==> src/rtl/stream_extreme_tracker_pkg.sv <==
// stream_extreme_pkg
// Shared types and helpers for the streaming extreme-value tracker.
//   state_t  : frame FSM states (idle / accumulating)
//   cntSat() : saturation value of an IDX_W-bit counter, (1<<IDX_W)-1
package stream_extreme_pkg;

  typedef enum logic {
    ST_IDLE  = 1'b0,
    ST_ACCUM = 1'b1
  } state_t;

  localparam int DEFAULT_IDX_W = 4;

  // Largest value an idxW-bit sample counter can hold before it saturates.
  function automatic int cntSat(input int idxW);
    return (1 << idxW) - 1;
  endfunction

endpackage

==> src/rtl/stream_extreme_tracker_if.sv <==
// stream_extreme_tracker_if
// Groups the sample-in and result-out handshakes of the tracker.
//   in_valid/in_ready/in_data/in_last/mode_min : sample stream (source -> tracker)
//   out_valid/out_ready/out_val/out_idx/out_cnt/out_ovf : per-frame result
// Modports: master = source/consumer side, slave = tracker side.
interface stream_extreme_tracker_if #(
  parameter int WIDTH = 8,
  parameter int IDX_W = 4
) ();

  logic             in_valid;
  logic             in_ready;
  logic [WIDTH-1:0] in_data;
  logic             in_last;
  logic             mode_min;
  logic             out_valid;
  logic             out_ready;
  logic [WIDTH-1:0] out_val;
  logic [IDX_W-1:0] out_idx;
  logic [IDX_W-1:0] out_cnt;
  logic             out_ovf;

  modport master (
    output in_valid, in_data, in_last, mode_min, out_ready,
    input  in_ready, out_valid, out_val, out_idx, out_cnt, out_ovf
  );

  modport slave (
    input  in_valid, in_data, in_last, mode_min, out_ready,
    output in_ready, out_valid, out_val, out_idx, out_cnt, out_ovf
  );

endinterface

==> src/rtl/stream_extreme_tracker_cmp.sv <==
// extreme_cmp
// Combinational "is b strictly better than a" comparator slice.
//   a        : current best value
//   b        : candidate value
//   mode_min : 1 = smaller is better, 0 = larger is better
//   take_b   : candidate strictly beats current best (ties keep a)
// Kept as its own module so approximated comparator variants can drop in.
module extreme_cmp #(
  parameter int WIDTH  = 8,
  parameter bit SIGNED = 1'b0
) (
  input  logic [WIDTH-1:0] a,
  input  logic [WIDTH-1:0] b,
  input  logic             mode_min,
  output logic             take_b
);

  logic w_bLess;
  logic w_bGreater;

  // Pick the compare flavour at elaboration time; the data itself is never
  // widened, only reinterpreted as signed when requested.
  generate
    if (SIGNED) begin : g_signed
      assign w_bLess    = $signed(b) < $signed(a);
      assign w_bGreater = $signed(b) > $signed(a);
    end else begin : g_unsigned
      assign w_bLess    = b < a;
      assign w_bGreater = b > a;
    end
  endgenerate

  // Strict comparison so the earliest occurrence of a tie wins.
  assign take_b = mode_min ? w_bLess : w_bGreater;

endmodule

==> src/rtl/stream_extreme_tracker.sv <==
// stream_extreme_tracker
// Tracks the max or min sample of each in_last-delimited frame and reports
// value, first-occurrence index, saturating count-1 and an overflow flag.
//   clk  : clock, rising edge
//   rst  : asynchronous active-high reset (discards any frame in progress)
//   bus  : slave modport carrying the sample stream and result handshake
module stream_extreme_tracker
  import stream_extreme_pkg::*;
#(
  parameter int WIDTH  = 8,
  parameter int IDX_W  = DEFAULT_IDX_W,
  parameter bit SIGNED = 1'b0
) (
  input  logic                    clk,
  input  logic                    rst,
  stream_extreme_tracker_if.slave bus
);

  localparam logic [IDX_W-1:0] CNT_SAT = IDX_W'(cntSat(IDX_W));

  state_t           r_state;
  state_t           w_stateNext;
  logic [WIDTH-1:0] r_accVal;
  logic [WIDTH-1:0] w_accValNext;
  logic [IDX_W-1:0] r_accIdx;
  logic [IDX_W-1:0] w_accIdxNext;
  logic [IDX_W-1:0] r_cnt;
  logic [IDX_W-1:0] w_cntNext;
  logic             r_ovf;
  logic             w_ovfNext;
  logic             r_modeMin;
  logic             w_modeNext;
  logic             w_load;
  logic             w_takeB;
  logic             w_inReady;
  logic             w_inFire;
  logic             w_outFire;

  logic             r_outValid;
  logic [WIDTH-1:0] r_outVal;
  logic [IDX_W-1:0] r_outIdx;
  logic [IDX_W-1:0] r_outCnt;
  logic             r_outOvf;

  // The only combinational path: a full result slot frees up for a new
  // sample in the same cycle the consumer takes it.
  assign w_inReady = ~r_outValid | bus.out_ready;
  assign w_inFire  = bus.in_valid & w_inReady;
  assign w_outFire = r_outValid & bus.out_ready;

  extreme_cmp #(
    .WIDTH  (WIDTH),
    .SIGNED (SIGNED)
  ) u_cmp (
    .a        (r_accVal),
    .b        (bus.in_data),
    .mode_min (r_modeMin),
    .take_b   (w_takeB)
  );

  // Next-state logic for the accumulator. The first beat of a frame seeds
  // every field and latches the mode; later beats advance the saturating
  // counter and replace the best value only on a strict improvement, using
  // the already-advanced count as the index.
  always_comb begin
    w_stateNext  = r_state;
    w_accValNext = r_accVal;
    w_accIdxNext = r_accIdx;
    w_cntNext    = r_cnt;
    w_ovfNext    = r_ovf;
    w_modeNext   = r_modeMin;
    w_load       = 1'b0;
    if (w_inFire) begin
      case (r_state)
        ST_IDLE: begin
          w_accValNext = bus.in_data;
          w_accIdxNext = '0;
          w_cntNext    = '0;
          w_ovfNext    = 1'b0;
          w_modeNext   = bus.mode_min;
          if (bus.in_last) begin
            w_load = 1'b1;
          end else begin
            w_stateNext = ST_ACCUM;
          end
        end
        ST_ACCUM: begin
          if (r_cnt == CNT_SAT) begin
            w_ovfNext = 1'b1;
          end else begin
            w_cntNext = r_cnt + 1'b1;
          end
          if (w_takeB) begin
            w_accValNext = bus.in_data;
            w_accIdxNext = w_cntNext;
          end
          if (bus.in_last) begin
            w_load      = 1'b1;
            w_stateNext = ST_IDLE;
          end
        end
        default: begin
          w_stateNext = ST_IDLE;
        end
      endcase
    end
  end

  // Accumulator and FSM state registers.
  always_ff @(posedge clk or posedge rst) begin
    if (rst) begin
      r_state   <= ST_IDLE;
      r_accVal  <= '0;
      r_accIdx  <= '0;
      r_cnt     <= '0;
      r_ovf     <= 1'b0;
      r_modeMin <= 1'b0;
    end else begin
      r_state   <= w_stateNext;
      r_accVal  <= w_accValNext;
      r_accIdx  <= w_accIdxNext;
      r_cnt     <= w_cntNext;
      r_ovf     <= w_ovfNext;
      r_modeMin <= w_modeNext;
    end
  end

  // Result slot: loads the final post-update frame values on a last beat and
  // otherwise holds until accepted. A load in the acceptance cycle wins, so
  // out_valid stays high with the new frame's data.
  always_ff @(posedge clk or posedge rst) begin
    if (rst) begin
      r_outValid <= 1'b0;
      r_outVal   <= '0;
      r_outIdx   <= '0;
      r_outCnt   <= '0;
      r_outOvf   <= 1'b0;
    end else if (w_load) begin
      r_outValid <= 1'b1;
      r_outVal   <= w_accValNext;
      r_outIdx   <= w_accIdxNext;
      r_outCnt   <= w_cntNext;
      r_outOvf   <= w_ovfNext;
    end else if (w_outFire) begin
      r_outValid <= 1'b0;
    end
  end

  assign bus.in_ready  = w_inReady;
  assign bus.out_valid = r_outValid;
  assign bus.out_val   = r_outVal;
  assign bus.out_idx   = r_outIdx;
  assign bus.out_cnt   = r_outCnt;
  assign bus.out_ovf   = r_outOvf;

endmodule

==> src/flat_wrapper.sv <==
// flat-port wrapper written by rule: the top's interface ports become plain ports
module stream_extreme_tracker_flat import stream_extreme_pkg::*;
#(
  parameter int WIDTH  = 8,
  parameter int IDX_W  = DEFAULT_IDX_W,
  parameter bit SIGNED = 1'b0
)
  (clk, rst, bus_in_valid, bus_in_data, bus_in_last, bus_mode_min, bus_out_ready, bus_in_ready, bus_out_valid, bus_out_val, bus_out_idx, bus_out_cnt, bus_out_ovf);
  stream_extreme_tracker_if #(.WIDTH(WIDTH), .IDX_W(IDX_W)) bus_i ();
  input  logic clk;
  input  logic rst;
  input wire logic [$bits(bus_i.in_valid)-1:0] bus_in_valid;
  input wire logic [$bits(bus_i.in_data)-1:0] bus_in_data;
  input wire logic [$bits(bus_i.in_last)-1:0] bus_in_last;
  input wire logic [$bits(bus_i.mode_min)-1:0] bus_mode_min;
  input wire logic [$bits(bus_i.out_ready)-1:0] bus_out_ready;
  output wire logic [$bits(bus_i.in_ready)-1:0] bus_in_ready;
  output wire logic [$bits(bus_i.out_valid)-1:0] bus_out_valid;
  output wire logic [$bits(bus_i.out_val)-1:0] bus_out_val;
  output wire logic [$bits(bus_i.out_idx)-1:0] bus_out_idx;
  output wire logic [$bits(bus_i.out_cnt)-1:0] bus_out_cnt;
  output wire logic [$bits(bus_i.out_ovf)-1:0] bus_out_ovf;
  assign bus_i.in_valid = bus_in_valid;
  assign bus_i.in_data = bus_in_data;
  assign bus_i.in_last = bus_in_last;
  assign bus_i.mode_min = bus_mode_min;
  assign bus_i.out_ready = bus_out_ready;
  assign bus_in_ready = bus_i.in_ready;
  assign bus_out_valid = bus_i.out_valid;
  assign bus_out_val = bus_i.out_val;
  assign bus_out_idx = bus_i.out_idx;
  assign bus_out_cnt = bus_i.out_cnt;
  assign bus_out_ovf = bus_i.out_ovf;
  stream_extreme_tracker #(.WIDTH(WIDTH), .IDX_W(IDX_W), .SIGNED(SIGNED)) u_core (.clk(clk), .rst(rst), .bus(bus_i));
endmodule
==> config.mk <==
export PLATFORM = sky130hd
export DESIGN_NAME = stream_extreme_tracker_flat
export DESIGN_NICKNAME = d
export VERILOG_FILES = /design/src/rtl/stream_extreme_tracker_pkg.sv /design/src/rtl/stream_extreme_tracker_if.sv /design/src/rtl/stream_extreme_tracker_cmp.sv /design/src/rtl/stream_extreme_tracker.sv /design/src/flat_wrapper.sv
export SDC_FILE = /design/constraint.sdc
export NUM_CORES = 1
export LEC_CHECK = 0
export ABC_AREA = 1
export CORE_MARGIN = 2
export CORE_UTILIZATION = 55
export CTS_CLUSTER_SIZE = 8
export DETAILED_ROUTE_END_ITERATION = 10
export DONT_BUFFER_PORTS = 1
export PLACE_DENSITY = 0.74
export SYNTH_ARGS = -nofsm -noshare
export SYNTH_HDL_FRONTEND = slang
export SYNTH_HIERARCHICAL = 1
export SYNTH_SLANG_ARGS = --single-unit
==> constraint.sdc <==
create_clock -name clk -period 2.3 [get_ports clk]
set_input_delay 0.345 -clock clk [delete_from_list [all_inputs] [get_ports clk]]
set_output_delay 0.345 -clock clk [all_outputs]
set_load 0.02 [all_outputs]
==> impl_results.md, run 1 <==
* Slew margin rel. at 69.7%
* GR Util met1 at 25.1%
* Outcome: completed
* M3 GR Usage at 5.77%
* Synth cell types at 23
* Register area share after synthesis at 49.3%
* Area occupied by multi-input gates at 756 um2
* YS warnings at 6
* HP Start: bus_mode_min
* Worst Path Required at 2.54 ns
* Final ANT Viol Nets at 0
* Tightest Pin Transition at 0.454 ns
* Vias per inst at 4.88
* Area leader, netlist: dfrtp_1
* Syn nets at 258
* Post-CTS Repair Setup Buffers at 0
* Critical Path Start Type: flop
* Top Ports at 33
* Final period utilization at 90.0%
* Row cnt at 21
* Max-slew violation count at 0
* #FFs+latches synth at 37
* CP max FO at 14
* Most used cell, CP: nand2_1
* Sw Pwr at 0.903 mW
* R2R Setup Slk at 0.23 ns
* R2r worst-path depth at 12
* DRC Markers at 0
* P_int at 1.44 mW
* IR drop worst, VDD at 0.000646 V
* Max Cap Viol at 0
* ANT cells at 0
* Die ar. at 3900 um2
* Grt ovf at 0
* Final layout net count at 266
* Hold_ws at 0.160 ns
* Vias in the first global route at 1,356
* Largest net degree at the start of global routing at 38
* Synth top area share at 49.3%
* Top cells by area, synth: dfrtp_1, nand2_1, inv_1
* Most frequent cell after synthesis: nand2_1
* Worst stage delay on the critical path at 0.36 ns
* Reg2Reg Capture Point: u_core/r_accVal[2]
* Vias post-DR at 1,414
* # fillers at 296
* Die Ht at 62.4 um
* Avg Cell Area, Syn at 7.99 um2
* RSZ-0062 raised after global routing: false
* Busiest layer in global routing: met2
* CTS Sinks at 37
* Initial antenna violation count at 0
* Root Driver: clkbuf_4
* Total track usage at 19.5%
* Most used DFF post-synth: dfrtp_1
* CTS buffer count at 5
* Hold Vio Cnt, Final at 0
* Post-Syn Area at 1880 um2
* Combinational Power Share at 31.1%
* DRT iter0 DRCs at 73
* Final setup vio count at 0
* Cells after Synth at 235
* Hold EP: u_core/r_modeMin
* Cell Pwr Density at 1150 nW/um2
* Setup TNS at 0 ns
* Top cells by count, synth: nand2_1, inv_1, dfrtp_1
* Fmax at 0.483 GHz
* CP max-delay cell: dfrtp_1
* Ys async rst share at 100%
* Routability cong. at 0.838
* Die W at 62.4 um
* Routed WL per cell at 11.6 um
* Clock group share of total power at 19.9%
* CTS clk-pin slew, worst paths at 0.10 ns
* Area added between synthesis and finish at 8.53%
* Post-synth EDFFs at 0
* Share of layout cells above drive strength 1 at 6.97%
* Bufs on Longest Clock Path at 2
* Setup crit end kind: flop
* HPWL after DPL at 2.41 mm
* Total Wirelength at 3.36 mm
* Core Area at 3310 um2
* Sw Share at 38.6%
* Clk_skew at 0.00901 ns
* PortBufs at 0
* Sequential power share at 49.0%
* Static leakage at 1.19 nW
* Initial Util at 56.7%
* Setup CP Type: reg -> reg
* Clock latency on the worst-skew pair at 0.34 ns
* Final min period at 2.07 ns
* Met2 Use GR at 29.6%
* Hold path depth at 2
* Worst Hold Class: in -> reg
* Critical path, cell by cell: inv_1 > ha_1 > a21o_1 > nor2_2 > nand2_1 > nand2_1 > nand2_1 > inv_1 > nand3_1 > nand2_4 > nand2_1 > and2_2
* TritonCTS clock tree: built
* H-tree level count at 2
* R2r startpoint: u_core/r_accVal[7]
* First-pass GRT wire length at 5.81 mm
* First drt pass iteration count at 4
* CP arrival at 2.31 ns
* Reg area at 926 um2
timing repair:
| item | 4_1_cts | 5_1_grt |
|---|---|---|
| gates resized for setup | 0 | 1 |
| hold endpoints to repair | 37 | 0 |
| hold buffers | 1 | 0 |
| setup endpoints to repair | 0 | 13 |
layout make-up:
cell class	count	share of cell area, %
sequential	37	45.5
multi-input combinational	148	37.1
inverter	46	8.48
tap	46	2.83
clock buffer	7	2.70
timing repair buffer	5	1.97
clock inverter	1	1.47
how the worst max path moves through the flow:
stage	slack, ns	to	start	cells past startpoint
2_1_floorplan	0.43	u_core/r_accVal[4]	u_core/r_accVal[7]	13
3_3_place_gp	0.29	u_core/r_accVal[2]	u_core/r_accVal[7]	12
3_5_place_dp	0.20	u_core/r_accVal[2]	u_core/r_accVal[7]	12
4_1_cts	0.19	u_core/r_accVal[2]	u_core/r_accVal[7]	12
5_1_grt	0.04	u_core/r_accVal[0]	u_core/r_accVal[3]	15
6_report	0.23	u_core/r_accVal[2]	u_core/r_accVal[7]	12
registers in the layout, summed over array words and instances (netlist names):
register	count
u_core/r_ovf	1
u_core/r_accVal	8
u_core/bus.out_idx	4
u_core/bus.out_cnt	4
u_core/bus.out_valid	1
u_core/r_modeMin	1
u_core/bus.out_ovf	1
u_core/r_state	1
u_core/r_accIdx	4
u_core/bus.out_val	8
u_core/r_cnt	4
worst max-delay path, delay by kind of cell (launching register included):
family | cells | cell delay, ns
AO/OA/AOI/OAI | 1 | 0.19
adder cells (fa/ha/maj) | 1 | 0.30
buffers and inverters | 2 | 0.12
flip-flops | 1 | 0.36
AND/OR/NAND/NOR | 8 | 1.00
cell families after synthesis:
| logic type | Yosys count | share of synthesized area, % |
|---|---|---|
| compound gates | 21 | 7.00 |
| buf+inv | 50 | 10.7 |
| fa+ha+maj | 9 | 6.00 |
| simple gates | 118 | 27.0 |
| flops | 37 | 49.3 |
stage by stage:
step           power, mW  setup WS [ns]  utilization (%)  instance area (um2)  instances
4_1_cts             2.36          0.191             61.4                 2030        290
6_report            2.34          0.230             61.5                 2040        290
5_1_grt             2.54         0.0423             61.5                 2040        290
3_3_place_gp        1.86          0.293             58.5                 1940        281
2_1_floorplan       1.73          0.428                -                 1880        235
3_5_place_dp        1.88          0.198             58.5                 1940        281
routing by layer:
metal / wire [um] / up-vias
met3: 200 / 5
li1: - / 737
met4: 57 / 0
met2: 1480 / 30
met1: 1620 / 642
met5: 0 / -
power groups by stage:
stage / registers, mW / clock network [mW] / logic, mW
detailed placement: 1.16 / 0 / 0.722
global placement: 1.15 / 0 / 0.704
finish: 1.15 / 0.466 / 0.729
CTS: 1.15 / 0.482 / 0.728
global route: 1.17 / 0.507 / 0.861
floorplan: 1.13 / 0 / 0.599
layout by cell type (no fill, tap or decap), types with 2 or more instances in the layout:
cell type / Yosys / routed
inv_1: 46 / 46
nand4_1: 3 / 3
o21ai_0: 10 / 10
and2_1: 6 / 6
nand3_1: 19 / 19
a21oi_1: 4 / 4
nand2_1: 83 / 83
ha_1: 9 / 9
clkbuf_4: 0 / 5
a21boi_0: 3 / 3
and2_2: 2 / 2
nor2_2: 2 / 2
buf_4: 1 / 4
dfrtp_1: 37 / 37
No activity file was read; power rests on OpenSTA's default activity.
==> run 2, diff against run 1 <==
--- a/config.mk
+++ b/config.mk
@@ -11,6 +11,7 @@
 export CTS_CLUSTER_SIZE = 8
 export DETAILED_ROUTE_END_ITERATION = 10
 export DONT_BUFFER_PORTS = 1
+export GPL_TIMING_DRIVEN = 1
 export PLACE_DENSITY = 0.74
 export SYNTH_ARGS = -nofsm -noshare
 export SYNTH_HDL_FRONTEND = slang
==> results of run 2 <==
No change in the layout: final DEF, timing and power equal those of run 1.
